`src/rtl/rx_downsampler_pkg.sv`:
```
// Shared constants, FSM state type and decimation-factor helpers for rx_downsampler.
package rx_downsampler_pkg;

    localparam logic [1:0] FACTOR_2  = 2'b00;
    localparam logic [1:0] FACTOR_4  = 2'b01;
    localparam logic [1:0] FACTOR_8  = 2'b10;
    localparam logic [1:0] FACTOR_16 = 2'b11;

    localparam logic MODE_PICK = 1'b0;
    localparam logic MODE_AVG  = 1'b1;

    typedef enum logic {IDLE = 1'b0, ACTIVE = 1'b1} state_e;

    // Window length in samples; bypass forces a one-sample window.
    function automatic logic [4:0] factor_to_n(input logic [1:0] factor, input logic bypass);
        if (bypass) return 5'd1;
        case (factor)
            FACTOR_2:  return 5'd2;
            FACTOR_4:  return 5'd4;
            FACTOR_8:  return 5'd8;
            FACTOR_16: return 5'd16;
            default:   return 5'd2;
        endcase
    endfunction

    function automatic logic [2:0] factor_to_shift(input logic [1:0] factor, input logic bypass);
        if (bypass) return 3'd0;
        case (factor)
            FACTOR_2:  return 3'd1;
            FACTOR_4:  return 3'd2;
            FACTOR_8:  return 3'd3;
            FACTOR_16: return 3'd4;
            default:   return 3'd1;
        endcase
    endfunction

endpackage

```
`src/rtl/rx_ds_fifo.sv`:
```
// Show-ahead FIFO for decimated (I,Q) words; head is valid whenever the FIFO is non-empty.
module rx_ds_fifo #(
    parameter int DEPTH = 16,
    parameter int W     = 32
) (
    input  logic                       clk,
    input  logic                       rst_n,
    input  logic                       push_i,
    input  logic [W-1:0]               data_i,
    input  logic                       pop_i,
    output logic [W-1:0]               data_o,
    output logic [$clog2(DEPTH):0]     level_o,
    output logic                       full_o,
    output logic                       empty_o
);
    localparam int AW = $clog2(DEPTH);

    logic [W-1:0]  mem_q [DEPTH];
    logic [AW-1:0] wr_ptr_q, rd_ptr_q;
    logic [AW:0]   level_q;
    logic          push_ok, pop_ok;

    assign full_o  = (level_q == (AW + 1)'(DEPTH));
    assign empty_o = (level_q == '0);
    assign pop_ok  = pop_i & ~empty_o;
    assign push_ok = push_i & (~full_o | pop_ok);

    // NOTE: storage has no reset; the head is forced to zero while empty so stale words never leave.
    always_ff @(posedge clk) begin
        if (push_ok) mem_q[wr_ptr_q] <= data_i;
    end

    always_ff @(posedge clk or negedge rst_n) begin
        if (!rst_n) begin
            wr_ptr_q <= '0;
            rd_ptr_q <= '0;
            level_q  <= '0;
        end else begin
            if (push_ok) wr_ptr_q <= wr_ptr_q + 1'b1;
            if (pop_ok)  rd_ptr_q <= rd_ptr_q + 1'b1;
            case ({push_ok, pop_ok})
                2'b10:   level_q <= level_q + 1'b1;
                2'b01:   level_q <= level_q - 1'b1;
                default: level_q <= level_q;
            endcase
        end
    end

    assign data_o  = empty_o ? '0 : mem_q[rd_ptr_q];
    assign level_o = level_q;

endmodule

```
`src/rtl/rx_downsampler.sv`:
```
// I/Q decimator (phase-select or average, 1:1 bypass) feeding a backpressured output FIFO.
// Build option: define RX_DS_ROUND_EN for round-half-up with positive saturation in average mode.
module rx_downsampler
    import rx_downsampler_pkg::*;
#(
    parameter int DEPTH    = 16,
    parameter int IDLE_GAP = 4
) (
    input  logic                   clk,
    input  logic                   rst_n,
    input  logic signed [15:0]     rx_data_i,
    input  logic signed [15:0]     rx_data_q,
    input  logic                   rx_data_valid,
    input  logic [1:0]             downsampling_factor,
    input  logic                   bypass_enable,
    input  logic                   downsample_mode,
    input  logic [3:0]             phase_offset,
    output logic [15:0]            dn_data_i,
    output logic [15:0]            dn_data_q,
    output logic                   dn_data_valid,
    input  logic                   dn_data_ready,
    output logic [7:0]             sample_count,
    output logic [$clog2(DEPTH):0] buffer_level,
    output logic                   overflow
);
    state_e             state_q, state_d;
    logic [1:0]         factor_q, factor_d;
    logic               mode_q, mode_d, bypass_q, bypass_d;
    logic [3:0]         offset_q, offset_d;
    logic [7:0]         idle_cnt_q, idle_cnt_d;
    logic [3:0]         slot_q, slot_d;
    logic signed [19:0] acc_i_q, acc_i_d, acc_q_q, acc_q_d;
    logic [15:0]        pick_i_q, pick_i_d, pick_q_q, pick_q_d;
    logic [7:0]         count_q, count_d;
    logic               ovf_q, ovf_d;

    logic               push_req, push_en, pop_en, fifo_full, fifo_empty;
    logic [31:0]        push_data, head;

    // The sample that opens a stream is decimated with the config being latched that same cycle.
    logic [1:0]         eff_factor;
    logic               eff_mode, eff_bypass;
    logic [3:0]         eff_offset, last_slot, sel_slot;
    logic [2:0]         shift;
    logic signed [19:0] samp_i, samp_q, sum_i, sum_q;

    assign eff_factor = (state_q == IDLE) ? downsampling_factor : factor_q;
    assign eff_mode   = (state_q == IDLE) ? downsample_mode     : mode_q;
    assign eff_bypass = (state_q == IDLE) ? bypass_enable       : bypass_q;
    assign eff_offset = (state_q == IDLE) ? phase_offset        : offset_q;
    assign last_slot  = 4'(factor_to_n(eff_factor, eff_bypass) - 5'd1);
    assign sel_slot   = eff_offset & last_slot;
    assign shift      = factor_to_shift(eff_factor, eff_bypass);
    assign samp_i     = {{4{rx_data_i[15]}}, rx_data_i};
    assign samp_q     = {{4{rx_data_q[15]}}, rx_data_q};
    assign sum_i      = acc_i_q + samp_i;
    assign sum_q      = acc_q_q + samp_q;

    function automatic logic [15:0] avg_result(input logic signed [19:0] sum, input logic [2:0] sh);
        logic signed [19:0] res;
`ifdef RX_DS_ROUND_EN
        res = (sum + $signed(20'd1 << (sh - 3'd1))) >>> sh;
        if (res > 20'sd32767) res = 20'sd32767;
`else
        res = sum >>> sh;
`endif
        return res[15:0];
    endfunction

    assign pop_en  = dn_data_valid & dn_data_ready;
    assign push_en = push_req & (~fifo_full | pop_en);

    // NOTE: every always_comb output gets a default first, so no path can infer a latch.
    always_comb begin
        state_d    = state_q;
        factor_d   = factor_q;
        mode_d     = mode_q;
        bypass_d   = bypass_q;
        offset_d   = offset_q;
        idle_cnt_d = idle_cnt_q;
        slot_d     = slot_q;
        acc_i_d    = acc_i_q;
        acc_q_d    = acc_q_q;
        pick_i_d   = pick_i_q;
        pick_q_d   = pick_q_q;
        push_req   = 1'b0;
        push_data  = '0;

        case (state_q)
            IDLE: begin
                if (rx_data_valid) begin
                    state_d  = ACTIVE;
                    factor_d = downsampling_factor;
                    mode_d   = downsample_mode;
                    bypass_d = bypass_enable;
                    offset_d = phase_offset;
                end
            end
            ACTIVE: begin
                if (!rx_data_valid) begin
                    if (idle_cnt_q == 8'(IDLE_GAP - 1)) begin
                        state_d    = IDLE;
                        idle_cnt_d = '0;
                        slot_d     = '0;
                        acc_i_d    = '0;
                        acc_q_d    = '0;
                    end else begin
                        idle_cnt_d = idle_cnt_q + 8'd1;
                    end
                end
            end
            default: state_d = IDLE;
        endcase

        if (rx_data_valid) begin
            idle_cnt_d = '0;
            if (slot_q == sel_slot) begin
                pick_i_d = rx_data_i;
                pick_q_d = rx_data_q;
            end
            acc_i_d = (slot_q == '0) ? samp_i : sum_i;
            acc_q_d = (slot_q == '0) ? samp_q : sum_q;
            if (slot_q == last_slot) begin
                slot_d   = '0;
                push_req = 1'b1;
                if (eff_bypass)
                    push_data = {rx_data_i, rx_data_q};
                else if (eff_mode == MODE_AVG)
                    push_data = {avg_result(sum_i, shift), avg_result(sum_q, shift)};
                else if (slot_q == sel_slot)
                    push_data = {rx_data_i, rx_data_q};
                else
                    push_data = {pick_i_q, pick_q_q};
            end else begin
                slot_d = slot_q + 4'd1;
            end
        end

        count_d = push_en ? count_q + 8'd1 : count_q;
        ovf_d   = ovf_q | (push_req & ~push_en);
    end

    // NOTE: state registers use non-blocking assignments so every flop samples pre-edge values.
    always_ff @(posedge clk or negedge rst_n) begin
        if (!rst_n) begin
            state_q    <= IDLE;
            factor_q   <= FACTOR_2;
            mode_q     <= MODE_PICK;
            bypass_q   <= 1'b0;
            offset_q   <= '0;
            idle_cnt_q <= '0;
            slot_q     <= '0;
            acc_i_q    <= '0;
            acc_q_q    <= '0;
            pick_i_q   <= '0;
            pick_q_q   <= '0;
            count_q    <= '0;
            ovf_q      <= 1'b0;
        end else begin
            state_q    <= state_d;
            factor_q   <= factor_d;
            mode_q     <= mode_d;
            bypass_q   <= bypass_d;
            offset_q   <= offset_d;
            idle_cnt_q <= idle_cnt_d;
            slot_q     <= slot_d;
            acc_i_q    <= acc_i_d;
            acc_q_q    <= acc_q_d;
            pick_i_q   <= pick_i_d;
            pick_q_q   <= pick_q_d;
            count_q    <= count_d;
            ovf_q      <= ovf_d;
        end
    end

    rx_ds_fifo #(.DEPTH(DEPTH), .W(32)) u_fifo (
        .clk     (clk),
        .rst_n   (rst_n),
        .push_i  (push_en),
        .data_i  (push_data),
        .pop_i   (pop_en),
        .data_o  (head),
        .level_o (buffer_level),
        .full_o  (fifo_full),
        .empty_o (fifo_empty)
    );

    assign dn_data_i     = head[31:16];
    assign dn_data_q     = head[15:0];
    assign dn_data_valid = ~fifo_empty;
    assign sample_count  = count_q;
    assign overflow      = ovf_q;

endmodule
```
`config.mk`:
```
export PLATFORM = sky130hd
export DESIGN_NAME = rx_downsampler
export DESIGN_NICKNAME = d
export VERILOG_FILES = /design/src/rtl/rx_downsampler_pkg.sv /design/src/rtl/rx_ds_fifo.sv /design/src/rtl/rx_downsampler.sv
export SDC_FILE = /design/constraint.sdc
export NUM_CORES = 1
export LEC_CHECK = 0
export ABC_AREA = 1
export CAP_MARGIN = 20
export CORE_UTILIZATION = 38
export CTS_CLUSTER_DIAMETER = 80
export CTS_CLUSTER_SIZE = 12
export DETAILED_ROUTE_END_ITERATION = 16
export PLACE_DENSITY = 0.62
export SLEW_MARGIN = 10
export SYNTH_ARGS = -nofsm -noshare
export SYNTH_HDL_FRONTEND = slang
export SYNTH_HIERARCHICAL = 1
export SYNTH_SLANG_ARGS = --single-unit
```
`constraint.sdc`:
```
create_clock -name clk -period 9.05 [get_ports clk]
set_input_delay 1.3575 -clock clk [delete_from_list [all_inputs] [get_ports clk]]
set_output_delay 1.3575 -clock clk [all_outputs]
set_load 0.02 [all_outputs]
```
After elaboration in Yosys (flattened, before gate mapping)
Memories as Yosys holds them, arrays and structs flattened.
Index checks and enable logic that the tools add are counted.
{"block": "word_totals", "memories": 1, "ramBits": 512, "out_inout_bits": 47, "in_bits": 44, "ff_bits": 115, "elab_cells": 99}
{"block": "classes", "n_bitwise": 13, "shift": 2, "n_addsub": 10, "reduce_logical": 9, "n_eq_ne": 9, "mux": 39}
{"name": "u_fifo.mem_q", "words": 16, "width": 32, "rd": 1, "rd_ports_with_merged_regs": 0, "wr": 1, "line_no": "rx_ds_fifo.sv:18", "rtl": "logic [W-1:0] mem_q [DEPTH];"}
{"cell": "$mux 32", "count": 6}
{"cell": "$mux 20", "count": 6}
{"cell": "$add 20x16->20", "count": 2}
{"cell": "$sshr 20x3->16", "count": 2}
{"cell": "$mux 4", "count": 7}
{"cell": "$mux 8", "count": 3}
{"cell": "$add 8x1->8 const B", "count": 2}
{"cell": "$pmux 4 s4", "count": 1}
{"cell": "$add 4x1->4 const B", "count": 3}
{"cell": "$pmux 3 s4", "count": 1}
{"cell": "$mux 1", "count": 10}
{"cell": "$pmux 5 s2", "count": 1}
{"cell": "$eq 4x4->1", "count": 2}
{"cell": "$eq 8x2->1 const B", "count": 1}
{"cell": "$eq 2x2->1 const B", "count": 3}
{"cell": "$mux 3", "count": 2}
{"cell": "$reduce_and 2->1", "count": 3}
{"cell": "$reduce_bool 2->1", "count": 3}
{"cell": "$add 5x1->5 const B", "count": 1}
{"cell": "$and 1x1->1", "count": 5}
{"cell": "$eq 5x5->1 const B", "count": 1}
{"cell": "$logic_not 5->1", "count": 1}
{"cell": "$sub 5x1->5 const B", "count": 1}
{"cell": "$and 4x4->4", "count": 1}
{"cell": "other kinds (8)", "count": 14}

Depth between registers and ports, before layout
Gate-level depths: netlist (run 1).
{"block": "logic_depth", "word_depth": 12, "mapped_depth": 28, "mapped_depth_nobuf": 26}

Cells and area by module
The synthesis (run 1) kept the hierarchy.
{"module": "rx_ds_fifo", "cells_each": 1786, "instances": 1, "area_each_um2": 21420.5, "seq_area_each_um2": 15700.1}
{"module": "rx_downsampler", "cells_each": 1596, "instances": 1, "area_each_um2": 9858.2, "seq_area_each_um2": 2552.4}

Least setup slack after synthesis (run 1)
No wires, ideal clock.
{"block": "synth_path", "path_kind": "input to register", "from": "input downsampling_factor[1]", "to": "memory u_fifo.mem_q[11][0] (enable)", "setup_time_ns": 0.421, "arrival_ns": 4.435, "path_stages": 15, "setup_slack_ns": 4.194, "n_path_buf": 0, "t_required_ns": 8.629, "cell_sequence": "o21ai_0 -> inv_1 -> ha_1 -> nand3b_1 -> nand2_1 -> nand2_1 -> nand2_1 -> nand2_1 -> nor2_2 -> nand2_1 -> inv_1 -> o21ai_2 -> inv_1 -> nand2_1 -> nor2_1"}
{"block": "synth_between", "elab_chain_cells": 12, "elab_cells_between_ends": 15, "classes_between": "add/sub (1); eq/ne (4); mux (7); bitwise (2); reduce/logical (1)"}
{"item": "from (decl)", "line_no": "rx_downsampler.sv:14", "rtl": "input logic [1:0] downsampling_factor,"}
{"item": "$mux 2 (*)", "line_no": "rx_downsampler.sv:47", "rtl": "assign eff_factor = (state_q == IDLE) ? downsampling_factor : factor_q;"}
{"item": "$eq 2x2->1, or another cell as far along", "line_no": "rx_downsampler_pkg.sv:17", "rtl": "case (factor)"}
{"item": "$pmux 4 s4 (*)", "line_no": "rx_downsampler_pkg.sv:17"}
{"item": "$mux 4 (*)", "line_no": "rx_downsampler_pkg.sv:17"}
{"item": "$sub 4x1->4 (*)", "line_no": "rx_downsampler.sv:51", "rtl": "assign last_slot = 4'(factor_to_n(eff_factor, eff_bypass) - 5'd1);"}
{"item": "$eq 4x4->1 (*)", "line_no": "rx_downsampler.sv:123", "rtl": "if (slot_q == last_slot) begin"}
{"item": "$mux 1 (*)", "line_no": "rx_downsampler.sv:123"}
{"item": "$mux 1 (*)", "line_no": "rx_downsampler.sv:115", "rtl": "if (rx_data_valid) begin"}
{"item": "$and 1x1->1 (*)", "line_no": "rx_downsampler.sv:71", "rtl": "assign push_en = push_req & (~fifo_full | pop_en);"}
{"item": "net push_en", "line_no": "rx_downsampler.sv:37", "rtl": "logic push_req, push_en, pop_en, fifo_full, fifo_empty;"}
{"item": "$and 1x1->1 (*)", "line_no": "rx_ds_fifo.sv:26", "rtl": "assign push_ok = push_i & (~full_o | pop_ok);"}
{"item": "$mux 1 (*)", "line_no": "rx_ds_fifo.sv:30", "rtl": "if (push_ok) mem_q[wr_ptr_q] <= data_i;"}
{"item": "$mux 1 (implied by the code) (*)", "line_no": "rx_ds_fifo.sv:30"}
{"item": "to (decl)", "line_no": "rx_ds_fifo.sv:18"}
Mark *: on every way through the listed nets, which the timed path passes. The rest lies on a longest branch. The select of a mux whose other input is x is not followed.

Final worst setup path (run 1)
{"block": "layout_path", "from": "register u_fifo.rd_ptr_q[0]", "to": "output dn_data_i[11]"}
{"block": "layout_between", "elab_chain_cells": 2}
{"item": "from (decl)", "line_no": "rx_ds_fifo.sv:19", "rtl": "logic [AW-1:0] wr_ptr_q, rd_ptr_q;"}
{"item": "from (signal assigned)", "line_no": "rx_ds_fifo.sv:40", "rtl": "if (pop_ok) rd_ptr_q <= rd_ptr_q + 1'b1;"}
{"item": "$mem_v2 16x32"}
{"item": "$mux 32", "line_no": "rx_ds_fifo.sv:49", "rtl": "assign data_o = empty_o ? '0 : mem_q[rd_ptr_q];"}
{"item": "to (decl)", "line_no": "rx_downsampler.sv:18", "rtl": "output logic [15:0] dn_data_i,"}
No other way between the ends.

==> impl_metrics.tcl, run 1 <==
set metrics [dict create \
    outcome "complete, no violations" \
    p_int_mw 7.06 \
    synthCells 3382 \
    endpoint_kind "primary output" \
    path_clk_slew_ps 70 \
    whs_ps 482 \
    gp_congestion 0.894 \
    crit_fanout 106 \
    crit_arrival_ps 4440 \
    place.port_buffers 90 \
    core_sq_mm 0.0809 \
    synth_top_family_by_area "simple AND/OR/NAND/NOR gates" \
    synth_top_area_share_pct 49.2 \
    cp-start-kind "flip-flop" \
    maxSlewViolCount 0 \
    crit_top_cell "nand2_1" \
    p_switching_mw 5.92 \
    drc_errors 0 \
    design_area_sq_mm 0.0349 \
    hold_viol_final 0 \
    hold_path.class "reg -> reg" \
    slowest_delay_ps 730 \
    fin_tns_setup_ps 0 \
    placed_area_sq_mm 0.0331 \
    synthDistinctLibCells 50 \
    reg2reg_from "state_q$_DFF_PN0_" \
    synthSimpleGateAreaFrac_pct 25.8 \
    power_frac_seq_pct 29.8 \
    cts_setup_buffers 0 \
    dp.cells 4406 \
    synthMuxAreaShare_pct 0.268 \
    max_freq_mhz 172 \
    insertion_delay_ps 630 \
    drive_gt1_share_pct 5.92 \
    num_rows 104 \
    worstHoldStart "overflow$_DFF_PN0_" \
    worst_slew_pin_slew_ps 1190 \
    grt_antenna_before_repair 0 \
    dp_slack_ps 2790 \
    clock_power_share_pct 17.8 \
    track_usage_pct 19.8 \
    grt_max_degree 210 \
    hold_end "overflow$_DFF_PN0_" \
    ys_ff_latch 627 \
    rr_endpoint "u_fifo/mem_q[14][18]$_DFFE_PP_" \
    ios 91 \
    synth.largest_area_cell "edfxtp_1" \
    switching_share_pct 45.6 \
    start_util_pct 38.6 \
    synth_area_leaders "edfxtp_1 49%, nand2_1 14%, nand3_1 9.8%" \
    pwr_density_cell_mw_per_mm2 372 \
    maxCapViolCount 0 \
    synth_compound_area_share_pct 5.84 \
    numCtsBuffers 59 \
    leakagePower_nw 14.3 \
    grt_pass1_vias 22400 \
    critPathRequiredTime_ps 7690 \
    totalWireLength_mm 82.2 \
    fin_total_pwr_mw 13.0 \
    worst_slack_ps 3250 \
    wl_per_cell_um 18.2 \
    ir_worst_vdd_mv 0.254 \
    grt_pass1_wl_mm 129 \
    crit_chain "inv_8 -> buf_4 -> nand2_1 -> nand3_1 -> nand3_1 -> nand2_1 -> nand2_1 -> a21oi_1 -> clkdlybuf4s50_1" \
    design.die.area_sq_mm 0.0835 \
    finalNetCount 3514 \
    cts-root-buf "clkbuf_16" \
    hold_depth 1 \
    area_growth_pct 11.6 \
    period_minus_slack_ps 5800 \
    finalClockSkew_ps 21.8 \
    synth-edff-count 512 \
    dieWidth_um 289 \
    synth_xor_area_share_pct 0.812 \
    final_cell_count_no_fill 4509 \
    cts.repair.resized 0 \
    async_flop_share_pct 18.3 \
    syn_area_per_cell_sq_um 9.25 \
    slew-limit-headroom_pct 20.7 \
    tritoncts "built" \
    drt-initial-drc-count 2056 \
    slowest_stage "dfrtp_4" \
    reg2regPathDepth 15 \
    fin_util_pct 43.1 \
    period_share_pct 64.1 \
    via_count 23500 \
    setup_viol 0 \
    synthAdderAreaFrac_pct 2.35 \
    clock-sinks 627 \
    dr.pass1.iters 6 \
    htreeDepth 2 \
    critPathKind "reg -> out" \
    hpwl_mm 52.3 \
    via_per_inst 5.21 \
    ys_warn_count 6 \
    r2r_setup_slack_ps 4480 \
    pwr-share-comb_pct 52.5 \
    netlist_area_sq_mm 0.0313 \
    ys_seq_area_share_pct 58.4 \
    rsz0062_at_grt "false" \
    synthFlopType "edfxtp_1" \
    cts_max_path_buffers 3 \
    synth_nets 3483 \
    grt_overflow 0 \
    ant_nets 0 \
    postCtsHoldBufs 0 \
    die_h_um 289 \
]
==> critical path, delay by kind of cell (launching register included) <==
family	cells	cell delay, ps
AND/OR/NAND/NOR	5	460
AO/OA/AOI/OAI	1	510
flip-flops	1	730
buffers and inverters	3	1980
==> cells in the final DEF, fill, tap and decap left out, types with 34 or more instances in the layout <==
| cell type | instances |
|---|---|
| ha_1 | 54 |
| a21oi_1 | 114 |
| clkbuf_16 | 61 |
| nand3_1 | 610 |
| nor2_1 | 84 |
| edfxtp_1 | 512 |
| clkdlybuf4s50_1 | 89 |
| o22ai_1 | 40 |
| buf_4 | 52 |
| o21ai_1 | 34 |
| dfrtp_1 | 111 |
| nand2_1 | 1128 |
| inv_1 | 254 |
| o21ai_0 | 96 |
==> Yosys cell counts (3+ instances only) <==
cell type,n
o21ai_1,36
o21ai_0,96
a21oi_1,119
buf_2,55
o211ai_2,17
ha_1,54
xnor2_1,10
buf_4,15
buf_6,30
inv_2,3
or2_2,8
o22ai_1,40
inv_1,257
edfxtp_1,512
nor3_1,10
nand2_4,3
nand3_1,610
mux2_2,3
buf_1,11
o211ai_1,7
nand4_1,22
nor2_1,101
clkbuf_1,64
fa_1,3
xor2_1,19
nand3b_1,3
nand2_1,1128
nor4_1,3
dfrtp_1,115
==> registers in the layout (all words and copies together) (netlist names), 2 cells and up <==
register	cells
u_fifo/mem_q	512
acc_i_q	20
acc_q_q	20
pick_i_q	16
pick_q_q	16
idle_cnt_q	8
sample_count	8
u_fifo/level_o	5
offset_q	4
slot_q	4
u_fifo/rd_ptr_q	4
u_fifo/wr_ptr_q	4
factor_q	2
==> power by group through the flow <==
stage | clock network [mW] | logic, mW | registers (mW)
detailed placement | 0 | 6.76 | 3.92
floorplan | 0 | 4.94 | 3.84
finish | 2.30 | 6.81 | 3.86
global route | 2.47 | 7.65 | 3.90
global placement | 0 | 6.69 | 3.92
CTS | 2.36 | 6.79 | 3.86
==> layout make-up <==
type                            instances  area [sq um]
Timing Repair Buffer                  147          1420
Antenna cell                            1          2.50
Fill cell                            7823         46000
Clock buffer                           92          1660
Multi-Input combinational cell       2314         11200
Inverter                              264          1010
Clock inverter                          4          66.3
Tap cell                             1060          1330
Sequential cell                       627         18300
==> per-layer routing <==
layer  routed length, um  global-route usage, %  up-vias
met4                1920                   5.28        0
met2               38300                   31.6      616
met5                   0                      0        -
met3                4300                   2.56      117
li1                    -                      -    11500
met1               37700                   28.4    11200
==> kinds of logic after synthesis <==
family          count (synthesis)
simple gates                 1899
mux                             7
xor+xnor                       29
compound gates                322
flops                         627
buf+inv                       441
fa+ha+maj                      57
==> how the worst max path moves through the flow <==
stage               slack (ps)                            from                             to  cells after the start
global route              2950  u_fifo/rd_ptr_q[0]$_DFFE_PN0N_                  dn_data_q[14]                      9
global placement          2670          downsampling_factor[1]   u_fifo/mem_q[6][3]$_DFFE_PP_                     17
floorplan                 4190          downsampling_factor[1]  u_fifo/mem_q[11][0]$_DFFE_PP_                     15
detailed placement        2790          downsampling_factor[1]  u_fifo/mem_q[12][6]$_DFFE_PP_                     17
CTS                       3180  u_fifo/rd_ptr_q[0]$_DFFE_PN0N_                  dn_data_q[11]                      9
finish                    3250  u_fifo/rd_ptr_q[0]$_DFFE_PN0N_                  dn_data_i[11]                      9
Note: power is estimated with default switching activity, not from simulation.
==> run 2, diff against run 1 <==
--- a/config.mk
+++ b/config.mk
@@ -11,7 +11,7 @@
 export CTS_CLUSTER_DIAMETER = 80
 export CTS_CLUSTER_SIZE = 12
 export DETAILED_ROUTE_END_ITERATION = 16
-export PLACE_DENSITY = 0.62
+export PLACE_DENSITY = 0.64
 export SLEW_MARGIN = 10
 export SYNTH_ARGS = -nofsm -noshare
 export SYNTH_HDL_FRONTEND = slang
==> constraint.sdc (replaced) <==
create_clock -name clk -period 5.1 [get_ports clk]
set_input_delay 0.765 -clock clk [delete_from_list [all_inputs] [get_ports clk]]
set_output_delay 0.765 -clock clk [all_outputs]
set_load 0.02 [all_outputs]
==> run 2 against run 1 <==
Net effect: clock power rose by 82%; non-clock buffer count rose by 50; critical endpoint is now dn_data_i[0]; clock-buffer cell count fell by 4; design area rose by 1.2%; sequential share of layout area fell by 0.60 points; sequential power rose by 79%; utilization rose by 0.50 points.
==> impl_metrics.tcl, run 2 (synthesized netlist as in run 1, its figures left out) <==
set metrics [dict create \
    final_common_cell "nand2_1" \
    crit_chain "inv_8 -> buf_4 -> nand2_1 -> nand3_1 -> nand3_1 -> nand2_1 -> nand2_1 -> a21oi_1 -> clkdlybuf4s50_1" \
    totalWireLength_mm 85.0 \
    regMostFlops "u_fifo/mem_q" \
    dr_wl_met3_mm 6.08 \
    cp-start-kind "flip-flop" \
    maxSlewViolCount 0 \
    drt-met1-wl_mm 38.2 \
    critPathRequiredTime_ps 4340 \
    dr.pass1.iters 6 \
    dieWidth_um 289 \
    fillers 7774 \
    design.die.area_sq_mm 0.0835 \
    pwr_density_cell_mw_per_mm2 665 \
    crit_top_cell "nand2_1" \
    ir_worst_vdd_mv 0.346 \
    leakagePower_nw 14.6 \
    worst_slack_ps 537 \
    cts_max_path_buffers 3 \
    cpLargestDelayFamily "buffers and inverters" \
    grt_pass1_wl_mm 132 \
    cts-root-buf "clkbuf_16" \
    final_cell_mix "1128 x nand2_1, 610 x nand3_1, 512 x edfxtp_1" \
    period_share_pct 89.5 \
    area_growth_pct 12.9 \
    wl_per_cell_um 18.6 \
    max_freq_mhz 219 \
    hold_path.class "in -> async" \
    grt_overflow 0 \
    largest_register_ffs 512 \
    track_usage_pct 20.3 \
    period_minus_slack_ps 4560 \
    slowest_delay_ps 700 \
    fin_util_pct 43.6 \
    routed.top_layer "met4" \
    outcome "complete, no violations" \
    largestRegisters "u_fifo/mem_q (512), acc_i_q (20), acc_q_q (20)" \
    tritoncts "built" \
    postCtsHoldBufs 0 \
    ant_nets 0 \
    via_per_inst 5.24 \
    endpoint_kind "primary output" \
    worst_slew_pin_slew_ps 928 \
    fin_tns_setup_ps 0 \
    cts.repair.resized 0 \
    ios 91 \
    numCtsBuffers 60 \
    finalNetCount 3565 \
    start_util_pct 38.6 \
    via_count 23900 \
    grt_max_degree 87 \
    crit_fanout 86 \
    dp_slack_ps 496 \
    path_clk_slew_ps 60 \
    design_area_sq_mm 0.0353 \
    grt_pass1_vias 22400 \
    crit_arrival_ps 3800 \
    finalClockSkew_ps 34.6 \
    gp_congestion 0.940 \
    clock-sinks 627 \
    rsz0062_at_grt "false" \
    htreeDepth 2 \
    hpwl_mm 56.1 \
    hold_viol_final 0 \
    critPathKind "reg -> out" \
    placed_area_sq_mm 0.0335 \
    dp.cells 4458 \
    final_cell_count_no_fill 4560 \
    slowest_stage "dfrtp_4" \
    num_rows 104 \
    insertion_delay_ps 640 \
    cp.buffers_inverters 3 \
    place.port_buffers 90 \
    setup_viol 0 \
    drt-initial-drc-count 2268 \
    route.met2.wl_mm 38.8 \
    grt_antenna_before_repair 0 \
    slew-limit-headroom_pct 37.9 \
    drc_errors 0 \
    die_h_um 289 \
    cts_setup_buffers 0 \
    drive_gt1_share_pct 7.12 \
    core_sq_mm 0.0809 \
    maxCapViolCount 0 \
]
==> run 2: cell count changes in the layout (fill, tap and decap cells not counted), sizes merged <==
cell	before	now
bufinv	0	2
inv	263	265
buf	58	108
clkinvlp	0	1
clkbuf	92	88
==> run 2: cell type report <==
type,count,area [sq um],area share [%]
diodes,1,2.50,0.00709
clock inverters,9,160,0.454
clock buffers,88,1610,4.55
multi-input cells,2314,11100,31.5
inverters,264,1010,2.85
well taps,1060,1330,3.76
flip-flops and latches,627,18300,51.7
repair buffers,197,1810,5.14
==> run 2: worst reg2reg max path, cell delays in order (launching register included) <==
cell,delay (ps)
dfrtp_1,610
inv_4,150
or2_2,300
o21ai_0,170
inv_1,120
ha_1,210
nand3b_1,170
nand2_1,80
nand2_1,60
nand2_1,70
nand2_1,140
nor2_2,130
nand2_1,130
inv_1,170
o21ai_2,140
inv_1,220
nand2_1,300
nor2_4,540
buf_12,230
==> run 2: metal layers <==
metal | vias to the layer above | GRT usage (%)
li1 | 11600 | -
met1 | 11400 | 29.3
met2 | 791 | 32.2
met3 | 105 | 2.77
met4 | 0 | 4.79
met5 | - | 0
==> run 2: worst paths after layout <==
kind	start	to	slack (ps)	depth (start not counted)
min in group clk	sample_count[7]$_DFFE_PN0P_	sample_count[7]$_DFFE_PN0P_	480	1
worst max register to register	state_q$_DFF_PN0_	u_fifo/mem_q[13][20]$_DFFE_PP_	860	18
worst min-delay path	rst_n	acc_i_q[19]$_DFFE_PN0P_	210	1
worst max-delay path	u_fifo/rd_ptr_q[0]$_DFFE_PN0N_	dn_data_i[0]	540	9
max in group asynchronous	rst_n	pick_i_q[2]$_DFFE_PN0P_	3920	2
worst min register to register	sample_count[7]$_DFFE_PN0P_	sample_count[7]$_DFFE_PN0P_	480	1
==> run 2: report_power, final <==
group          switching [mW]  internal, mW
combinational            8.36          4.04
clock                    1.90          2.28
sequential              0.460          6.44
==> run 2: stage by stage <==
stage / power [mW] / hold slack [ps]
after global routing: 25.2 / 235
after global placement: 19.2 / 462
after CTS: 23.5 / 212
after detailed placement: 19.3 / 469
final: 23.5 / 208
after floorplan: 15.6 / 448
